**src/rtl/fetch_sequencer_pkg.sv**
```systemverilog
// Shared state encodings and constants for the fetch sequencer and its phase ring.
package fetch_sequencer_pkg;

  typedef enum logic [1:0] {
    SEQ_RST_WAIT = 2'd0,
    SEQ_FETCH    = 2'd1,
    SEQ_EXEC     = 2'd2
  } seqState_e;

  localparam int PHASE_FETCH      = 0;
  localparam int DEFAULT_RESET_PC = 0;

endpackage

```
**src/rtl/fetch_sequencer_phase_ring.sv**
```systemverilog
// One-hot phase rotator: holds by default, rotates on advance, snaps to the fetch bit on loadFetch.
module fetch_sequencer_phase_ring
  import fetch_sequencer_pkg::*;
#(
  parameter int NUM_PHASES = 5
) (
  input  logic                  clk,
  input  logic                  Reset,
  input  logic                  advance,
  input  logic                  loadFetch,
  output logic [NUM_PHASES-1:0] phase
);

  localparam logic [NUM_PHASES-1:0] FETCH_ONEHOT = NUM_PHASES'(1) << PHASE_FETCH;

  // NOTE: sequential state uses non-blocking assignments so every register
  // samples its inputs from before the edge, independent of statement order.
  always_ff @(posedge clk or negedge Reset) begin
    if (!Reset) begin
      phase <= FETCH_ONEHOT;
    end else if (loadFetch) begin
      phase <= FETCH_ONEHOT;
    end else if (advance) begin
      phase <= {phase[NUM_PHASES-2:0], phase[NUM_PHASES-1]};
    end
  end

endmodule

```
**src/rtl/fetch_sequencer.sv**
```systemverilog
// Fetch/execute sequencer: req/ack instruction fetch, one-hot execute phases, PC and retire counter.
module fetch_sequencer
  import fetch_sequencer_pkg::*;
#(
  parameter int              ADDR_W     = 8,
  parameter int              INST_W     = 25,
  parameter int              NUM_PHASES = 5,   // legal range 3..16
  parameter int              CNT_W      = 16,
  parameter logic [ADDR_W-1:0] RESET_PC = ADDR_W'(DEFAULT_RESET_PC)
) (
  input  logic                  clk,
  input  logic                  Reset,
  output logic                  imem_req,
  output logic [ADDR_W-1:0]     imem_addr,
  input  logic                  imem_ack,
  input  logic [INST_W-1:0]     imem_data,
  input  logic                  stall,
  input  logic                  redirect_valid,
  input  logic [ADDR_W-1:0]     redirect_addr,
  output logic [NUM_PHASES-1:0] phase,
  output logic [INST_W-1:0]     inst,
  output logic                  inst_valid,
  output logic [ADDR_W-1:0]     pc,
  output logic [ADDR_W-1:0]     pc_plus1,
  output logic [CNT_W-1:0]      retire_cnt
);

  seqState_e         state;
  logic              reqQ;
  logic [ADDR_W-1:0] pcQ;
  logic [INST_W-1:0] instQ;
  logic              instValidQ;
  logic [CNT_W-1:0]  retireQ;

  logic fetchDone;
  logic inExec;
  logic lastPhase;
  logic execStep;
  logic retireNow;

  // reqQ is only ever high in FETCH, so an ack outside a request falls through.
  assign fetchDone = reqQ & imem_ack;
  assign inExec    = (state == SEQ_EXEC);
  assign lastPhase = phase[NUM_PHASES-1];
  assign execStep  = inExec & ~stall & ~lastPhase;
  assign retireNow = inExec & ~stall & lastPhase;

  fetch_sequencer_phase_ring #(
    .NUM_PHASES(NUM_PHASES)
  ) u_phase_ring (
    .clk      (clk),
    .Reset    (Reset),
    .advance  (fetchDone | execStep),
    .loadFetch(retireNow),
    .phase    (phase)
  );

  always_ff @(posedge clk or negedge Reset) begin
    if (!Reset) begin
      state      <= SEQ_RST_WAIT;
      reqQ       <= 1'b0;
      pcQ        <= RESET_PC;
      instQ      <= '0;
      instValidQ <= 1'b0;
      retireQ    <= '0;
    end else begin
      case (state)
        SEQ_RST_WAIT: begin
          state <= SEQ_FETCH;
          reqQ  <= 1'b1;
        end
        SEQ_FETCH: begin
          if (fetchDone) begin
            instQ      <= imem_data;
            instValidQ <= 1'b1;
            reqQ       <= 1'b0;
            state      <= SEQ_EXEC;
          end
        end
        SEQ_EXEC: begin
          // Redirects are only honoured on the edge that retires the instruction.
          if (retireNow) begin
            pcQ        <= redirect_valid ? redirect_addr : pcQ + ADDR_W'(1);
            retireQ    <= retireQ + CNT_W'(1);
            instValidQ <= 1'b0;
            reqQ       <= 1'b1;
            state      <= SEQ_FETCH;
          end
        end
        default: begin
          state <= SEQ_RST_WAIT;
          reqQ  <= 1'b0;
        end
      endcase
    end
  end

  assign imem_req   = reqQ;
  assign imem_addr  = pcQ;
  assign pc         = pcQ;
  assign pc_plus1   = pcQ + ADDR_W'(1);
  assign inst       = instQ;
  assign inst_valid = instValidQ;
  assign retire_cnt = retireQ;

endmodule

```
**config.mk**
```make
export PLATFORM = sky130hd
export DESIGN_NAME = fetch_sequencer
export DESIGN_NICKNAME = d
export VERILOG_FILES = /design/src/rtl/fetch_sequencer_pkg.sv /design/src/rtl/fetch_sequencer_phase_ring.sv /design/src/rtl/fetch_sequencer.sv
export SDC_FILE = /design/constraint.sdc
export NUM_CORES = 1
export LEC_CHECK = 0
export ABC_AREA = 1
export ABC_CLOCK_PERIOD_IN_PS = 2400
export CAP_MARGIN = 20
export CORE_UTILIZATION = 49
export CTS_BUF_LIST = sky130_fd_sc_hd__clkbuf_8
export CTS_CLUSTER_DIAMETER = 100
export DETAILED_ROUTE_END_ITERATION = 16
export PLACE_DENSITY = 0.88
export SLEW_MARGIN = 0
export SYNTH_ARGS = -nofsm -noshare
export SYNTH_HDL_FRONTEND = slang
export SYNTH_SLANG_ARGS = --single-unit
export TNS_END_PERCENT = 100
```
**constraint.sdc**
```tcl
create_clock -name clk -period 2.4 [get_ports clk]
set_input_delay 0.48 -clock clk [delete_from_list [all_inputs] [get_ports clk]]
set_output_delay 0.48 -clock clk [all_outputs]
set_load 0.005 [all_outputs]
```
==> out/results.ini, run 1 <==
[global_routing]
grt_pass1_wl_mm = 10.2
grt_pass1_vias = 2180
grt_max_degree = 35
grt_usage = 0.219
antenna_found_initial = 0
grt_overflow_total = 0

[synth]
yosys_warnings = 0
synth_top_area_cell = dfrtp_1
synth_flop_cell = dfrtp_1
ys_seq_elements = 58
synthArstFlopShare = 1.00
synth_fp_nets = 330
avgSynthCellArea_um2 = 9.88
yosysSeqAreaShare = 0.507
synth_common_cells = nand2_1, dfrtp_1, inv_1, nor2_1, mux2_4
synth_area_um2 = 2870
synth-edff-count = 0
synthTopCellsByArea = dfrtp_1, mux2_4, nand2_1
yosysUniqueCellTypes = 32
yosysTopAreaCellShare = 0.498
yosysMostFrequentCell = nand2_1
syn_inst = 290

[worst_hold_path]
holdCritPathClass = in2async

[timing]
max_slew.worst_pin.slew_ps = 586
finalSetupViolCount = 0
clock_skew_ps = 8.45
fmax_ghz = 0.426
fin_crit_ps = 2350
period_share = 0.977
final.setup.worst_slack_ps = 54.4
hold_violations = 0
slew_violations = 0
relSlewSlack = 0.609
tns_ps = 0
grt_setup_unrepaired = yes
whs_ps = 148

[drt]
viasPerCell = 4.92
vias = 2360
drc = 0
wl_per_cell_um = 13.2
ant_nets = 0
wirelength_mm = 6.35
drtIter0Drc = 132
first_pass_iters = 4

[critical_path]
crit_buf_inv = 1
crit_type = reg2out
reg2reg_depth = 5
critical_path.startpoint = imem_addr[1]
slowest_delay_ps = 490
cp_num_cells = 5
rrSetupSlack_ps = 850
path_max_fanout = 4
crit_chain = ha_2 -> nand3_2 -> o21bai_1 -> and2_1 -> clkdlybuf4s50_1
cp_top_family = buffers and inverters
cp-start-kind = flip-flop
worstPathRequired_ps = 1920
cp_slowest_cell = clkdlybuf4s50_1
endpoint = pc_plus1[6]
reg2reg_from = state[1]
critPathCaptureType = primary output
arrival_ps = 1870
r2r-end = u_phase_ring.phase[3]

[clock_tree]
cts_tree = yes
clk_latency_ps = 330
clockRootBuffer = clkbuf_8
cts_buffers = 9
clock-sinks = 58
htreeDepth = 3
hold_buffers = 0
cts.clk_slew.worst_paths_ps = 70
cts.path.max_buffers = 2

[power]
p_sw_mw = 1.50
p_leak_nw = 2.00
p_per_area_nw_per_um2 = 1190
switching_share = 0.299
power_mw = 5.03
p_clk_frac = 0.202
p_seq_frac = 0.342
power_frac_comb = 0.456
p_int_mw = 3.53
irDropWorstVdd_uv = 681

[finish]
diodes = 0
fin_util = 0.759
layout.nets = 443
area_growth_pct = 47.6
drive_above_1_share = 0.157
stdcell_count = 480
finish.instance_area_um2 = 4230

[floorplanning]
die_x_um = 78.5
boundaryPins = 110
rows = 27
die_y_um = 78.5
die_area_um2 = 6160
start_util = 0.514
coreArea_um2 = 5570

[placement]
dpl.cell_count = 460
place.port_buffers = 109
gp_congestion = 0.849
hpwl_mm = 4.70
pre_cts_ws_ps = 314
dpl-instance-area_um2 = 3960

[run]
drv_cap = 0

[run_status]
outcome = complete, no violations

==> worst min-delay path by stage <==
| stage | start | to | slack [ps] | cells past startpoint |
|---|---|---|---|---|
| 6_report | Reset | inst[24] | 150 | 1 |
| 4_1_cts | Reset | inst[24] | 160 | 1 |
| 3_3_place_gp | imem_req | imem_req | 490 | 2 |
| 5_1_grt | Reset | inst[18] | 180 | 1 |
| 3_5_place_dp | imem_req | imem_req | 490 | 2 |
| 2_1_floorplan | Reset | imem_addr[0] | 180 | 0 |
==> power groups by stage <==
stage          registers [mW]  clock network, mW  logic (mW)
2_1_floorplan            1.71                  0        1.00
3_3_place_gp             1.70                  0        2.17
3_5_place_dp             1.72                  0        2.24
4_1_cts                  1.71               1.03        2.28
5_1_grt                  1.77               1.09        2.50
6_report                 1.72               1.02        2.29
==> cell type report <==
type	count	area, um2
Timing Repair Buffer	116	1150
Clock buffer	11	151
Tap cell	72	90.1
Multi-Input combinational cell	191	1200
Sequential cell	58	1450
Inverter	27	101
Fill cell	379	1340
Clock inverter	5	77.6
==> per-layer routing <==
| metal | GRT usage | wire, um | vias up | part of all wire |
|---|---|---|---|---|
| met5 | 0 | 0 | - | 0 |
| met4 | 0.104 | 108 | 0 | 0.017 |
| met3 | 0.0698 | 501 | 9 | 0.079 |
| met2 | 0.341 | 3040 | 93 | 0.48 |
| met1 | 0.277 | 2700 | 1099 | 0.43 |
| li1 | - | - | 1159 | - |
==> logic make-up (layout without fill, tap and decap cells) <==
kind of cell	count (synthesis)	after routing	synth area share
AOI/OAI and AO/OA	25	25	0.0493
xor gates and xnor gates	12	12	0.0367
adders and majority gates	2	2	0.00873
buffers and inverters	41	159	0.0760
DFF	58	58	0.507
muxes	25	25	0.123
and+or+nand+nor	127	127	0.199
==> what timing repair did <==
| item | in CTS | in global routing |
|---|---|---|
| setup buffers | 2 | 2 |
| resized for setup | 0 | 4 |
| gates cloned | 0 | 0 |
| pin swaps | 0 | 1 |
| setup endpoints to repair | 1 | 4 |
==> flip-flops by register name, summed over array words and instances (netlist names) <==
name and flops:
inst 25, retire_cnt 16, imem_addr 8, u_phase_ring.phase 5
state 2, imem_req 1, inst_valid 1
==> placed cells by master (no fill, tap or decap), drive strengths merged <==
cell type / netlist / final
mux2: 25 / 25
bufinv: 0 / 2
nor3: 3 / 3
xnor2: 3 / 3
clkdlybuf4s50: 0 / 108
xor2: 9 / 9
a22oi: 2 / 2
dfrtp: 57 / 57
a31oi: 1 / 1
clkinv: 1 / 3
clkbuf: 1 / 11
nand3b: 1 / 1
o21bai: 2 / 2
nand2: 75 / 75
buf: 13 / 8
inv: 26 / 27
nand4: 4 / 4
o21ai: 9 / 9
nand3: 14 / 14
a211oi: 2 / 2
and2: 2 / 2
nor2: 28 / 28
ha: 2 / 2
a21oi: 9 / 9
dfstp: 1 / 1
Note: power is estimated with default switching activity, not from simulation.
==> inputs of run 2 (changes only) <==
--- a/config.mk
+++ b/config.mk
@@ -7,7 +7,7 @@
 export LEC_CHECK = 0
 export ABC_AREA = 1
 export ABC_CLOCK_PERIOD_IN_PS = 2400
-export CAP_MARGIN = 20
+export CAP_MARGIN = 30
 export CORE_UTILIZATION = 49
 export CTS_BUF_LIST = sky130_fd_sc_hd__clkbuf_8
 export CTS_CLUSTER_DIAMETER = 100
==> results of run 2 <==
Same layout as run 1: the final DEF is identical, and so are final timing and power.
==> inputs of run 3 (changes only) <==
--- a/config.mk
+++ b/config.mk
@@ -5,10 +5,9 @@
 export SDC_FILE = /design/constraint.sdc
 export NUM_CORES = 1
 export LEC_CHECK = 0
-export ABC_AREA = 1
 export ABC_CLOCK_PERIOD_IN_PS = 2400
 export CAP_MARGIN = 30
-export CORE_UTILIZATION = 49
+export CORE_UTILIZATION = 47
 export CTS_BUF_LIST = sky130_fd_sc_hd__clkbuf_8
 export CTS_CLUSTER_DIAMETER = 100
 export DETAILED_ROUTE_END_ITERATION = 16
==> run 3 against run 2 <==
Net effect:
- area after synthesis shrank 10%
- clock-buffer cell count grew 2
- global-route usage shrank 0.47 points
- non-clock buffer count grew 6
- first-iteration DRC count shrank 58%
- clock skew is essentially flat
- wire length shrank 7.5%
- clock power shrank 18%
- maximum frequency shrank 0.14%
- sequential power shrank 20%
- critical endpoint unchanged
- cell count shrank 15%
- total power shrank 36%
==> out/results.ini, run 3 <==
[run_status]
outcome = complete, no violations

[synth]
avgSynthCellArea_um2 = 11.9
yosysUniqueCellTypes = 34
yosysTopAreaCellShare = 0.553
ys_seq_elements = 58
syn_inst = 216
synthArstFlopShare = 1.00
synth-edff-count = 0
synthTopCellsByArea = dfrtp_1, mux2_2, xnor2_1
yosys_warnings = 0
yosysMostFrequentCell = dfrtp_1
synth_flop_cell = dfrtp_1
synth_top_area_cell = dfrtp_1
synth_fp_nets = 256
synth_common_cells = dfrtp_1, mux2_2, nand2_1
yosysSeqAreaShare = 0.564
synth_area_um2 = 2580

[placement]
dpl-instance-area_um2 = 3740
gp_congestion = 0.732
dpl.cell_count = 387
place.port_buffers = 109
hpwl_mm = 4.15

[critical_path]
cp-start-kind = flip-flop
crit_type = reg2out
reg2reg_from = state[0]
path_max_fanout = 7
worstPathRequired_ps = 1920
critPathCaptureType = primary output
reg2reg_depth = 4
rrSetupSlack_ps = 610
r2r-end = retire_cnt[14]
arrival_ps = 1870

[global_routing]
grt_pass1_wl_mm = 9.70
grt_usage = 0.215
grt_max_degree = 35
grt_pass1_vias = 2070
grt_overflow_total = 0
antenna_found_initial = 0

[floorplanning]
coreArea_um2 = 5200
die_area_um2 = 5780
start_util = 0.495
boundaryPins = 110
die_x_um = 76.1
die_y_um = 76.1
rows = 26

[drt]
vias = 2065
viasPerCell = 5.07
drtIter0Drc = 56
ant_nets = 0
wirelength_mm = 5.88
drc = 0
first_pass_iters = 5
wl_per_cell_um = 14.4

[clock_tree]
clock-sinks = 58
cts.path.max_buffers = 2
clockRootBuffer = clkbuf_8
clk_latency_ps = 330
htreeDepth = 3
cts_tree = yes
cts_buffers = 9
cts.clk_slew.worst_paths_ps = 60

[timing]
slew_violations = 0
finalSetupViolCount = 0
tns_ps = 0
max_slew.worst_pin.slew_ps = 581
period_share = 0.979
fin_crit_ps = 2350
fmax_ghz = 0.426
relSlewSlack = 0.613
clock_skew_ps = 8.58
hold_violations = 0
whs_ps = 145

[power]
p_per_area_nw_per_um2 = 803
p_leak_nw = 1.75
irDropWorstVdd_uv = 733

[finish]
finish.instance_area_um2 = 3990
final_common_cell = clkdlybuf4s50_1
drive_above_1_share = 0.199
largest_reg_flops = 25
final_cell_mix = clkdlybuf4s50_1, dfrtp_1, mux2_2, nand2_1, clkbuf_8
area_growth_pct = 54.9
fin_util = 0.767
diodes = 0
layout.nets = 373
stdcell_count = 407

[run]
drv_cap = 0

[worst_hold_path]
holdCritPathClass = in2async

[run 3: where the power goes]
part           internal [mW]  leakage [nW]  switching [mW]
clock                  0.478         0.101           0.363
sequential              1.22         0.734           0.147
combinational          0.695         0.913           0.301
[run 3: routing by layer]
layer / vias to the layer above / track usage / wire [um] / part of all wire
met5: - / 0 / 0 / 0
met2: 85 / 0.346 / 2830 / 0.48
met4: 0 / 0.102 / 65 / 0.011
li1: 977 / - / - / -
met3: 7 / 0.0766 / 515 / 0.088
met1: 996 / 0.257 / 2470 / 0.42
[run 3: final cells by class]
cell class                 count  area [um2]
tap                           70        87.6
multi-input combinational    137        1040
clock inverter                 2        10.0
inverter                       5        18.8
timing repair buffer         122        1190
fill                         369        1210
clock buffer                  13         179
sequential                    58        1460
[run 3: how the worst max path moves through the flow]
| stage | endpoint | cells after the start | slack (ps) | startpoint |
|---|---|---|---|---|
| after floorplan | retire_cnt[14] | 5 | 650 | stall |
| after global placement | retire_cnt[14] | 5 | 150 | stall |
| after global routing | pc_plus1[6] | 4 | -9 | imem_addr[4] |
| after CTS | pc_plus1[6] | 4 | -10 | imem_addr[1] |
| after detailed placement | retire_cnt[14] | 5 | 90 | stall |
| final | pc_plus1[6] | 4 | 50 | imem_addr[3] |
[run 3: cells by family (layout without fill, tap and decap cells)]
| family | after synthesis | in the layout | share of synthesized area |
|---|---|---|---|
| AND/OR/NAND/NOR | 56 | 56 | 0.114 |
| buffers and inverters | 21 | 142 | 0.0427 |
| AO/OA/AOI/OAI | 27 | 27 | 0.0655 |
| adder cells (fa/ha/maj) | 2 | 2 | 0.00971 |
| flip-flops | 58 | 58 | 0.564 |
| XOR/XNOR | 21 | 21 | 0.0714 |
| multiplexers | 31 | 31 | 0.133 |
[run 3: worst max-delay path, stage by stage, from the launching register on]
cell	delay [ps]
dfrtp_2	440
and3_1	210
and3_1	220
xor2_1	150
clkdlybuf4s50_1	520
[run 3: per-stage QoR]
step	total power, mW	setup slack [ps]
floorplan	1.76	653
finish	3.21	51.2
global route	3.36	-9.37
global placement	2.34	154
CTS	3.24	-15.0
detailed placement	2.38	94.5
[run 3: timing repair]
item	4_1_cts	5_1_grt
hold buffers	0	0
buffers inserted	0	5
setup endpoints to repair	3	2
gates cloned	0	0
resized for setup	5	6
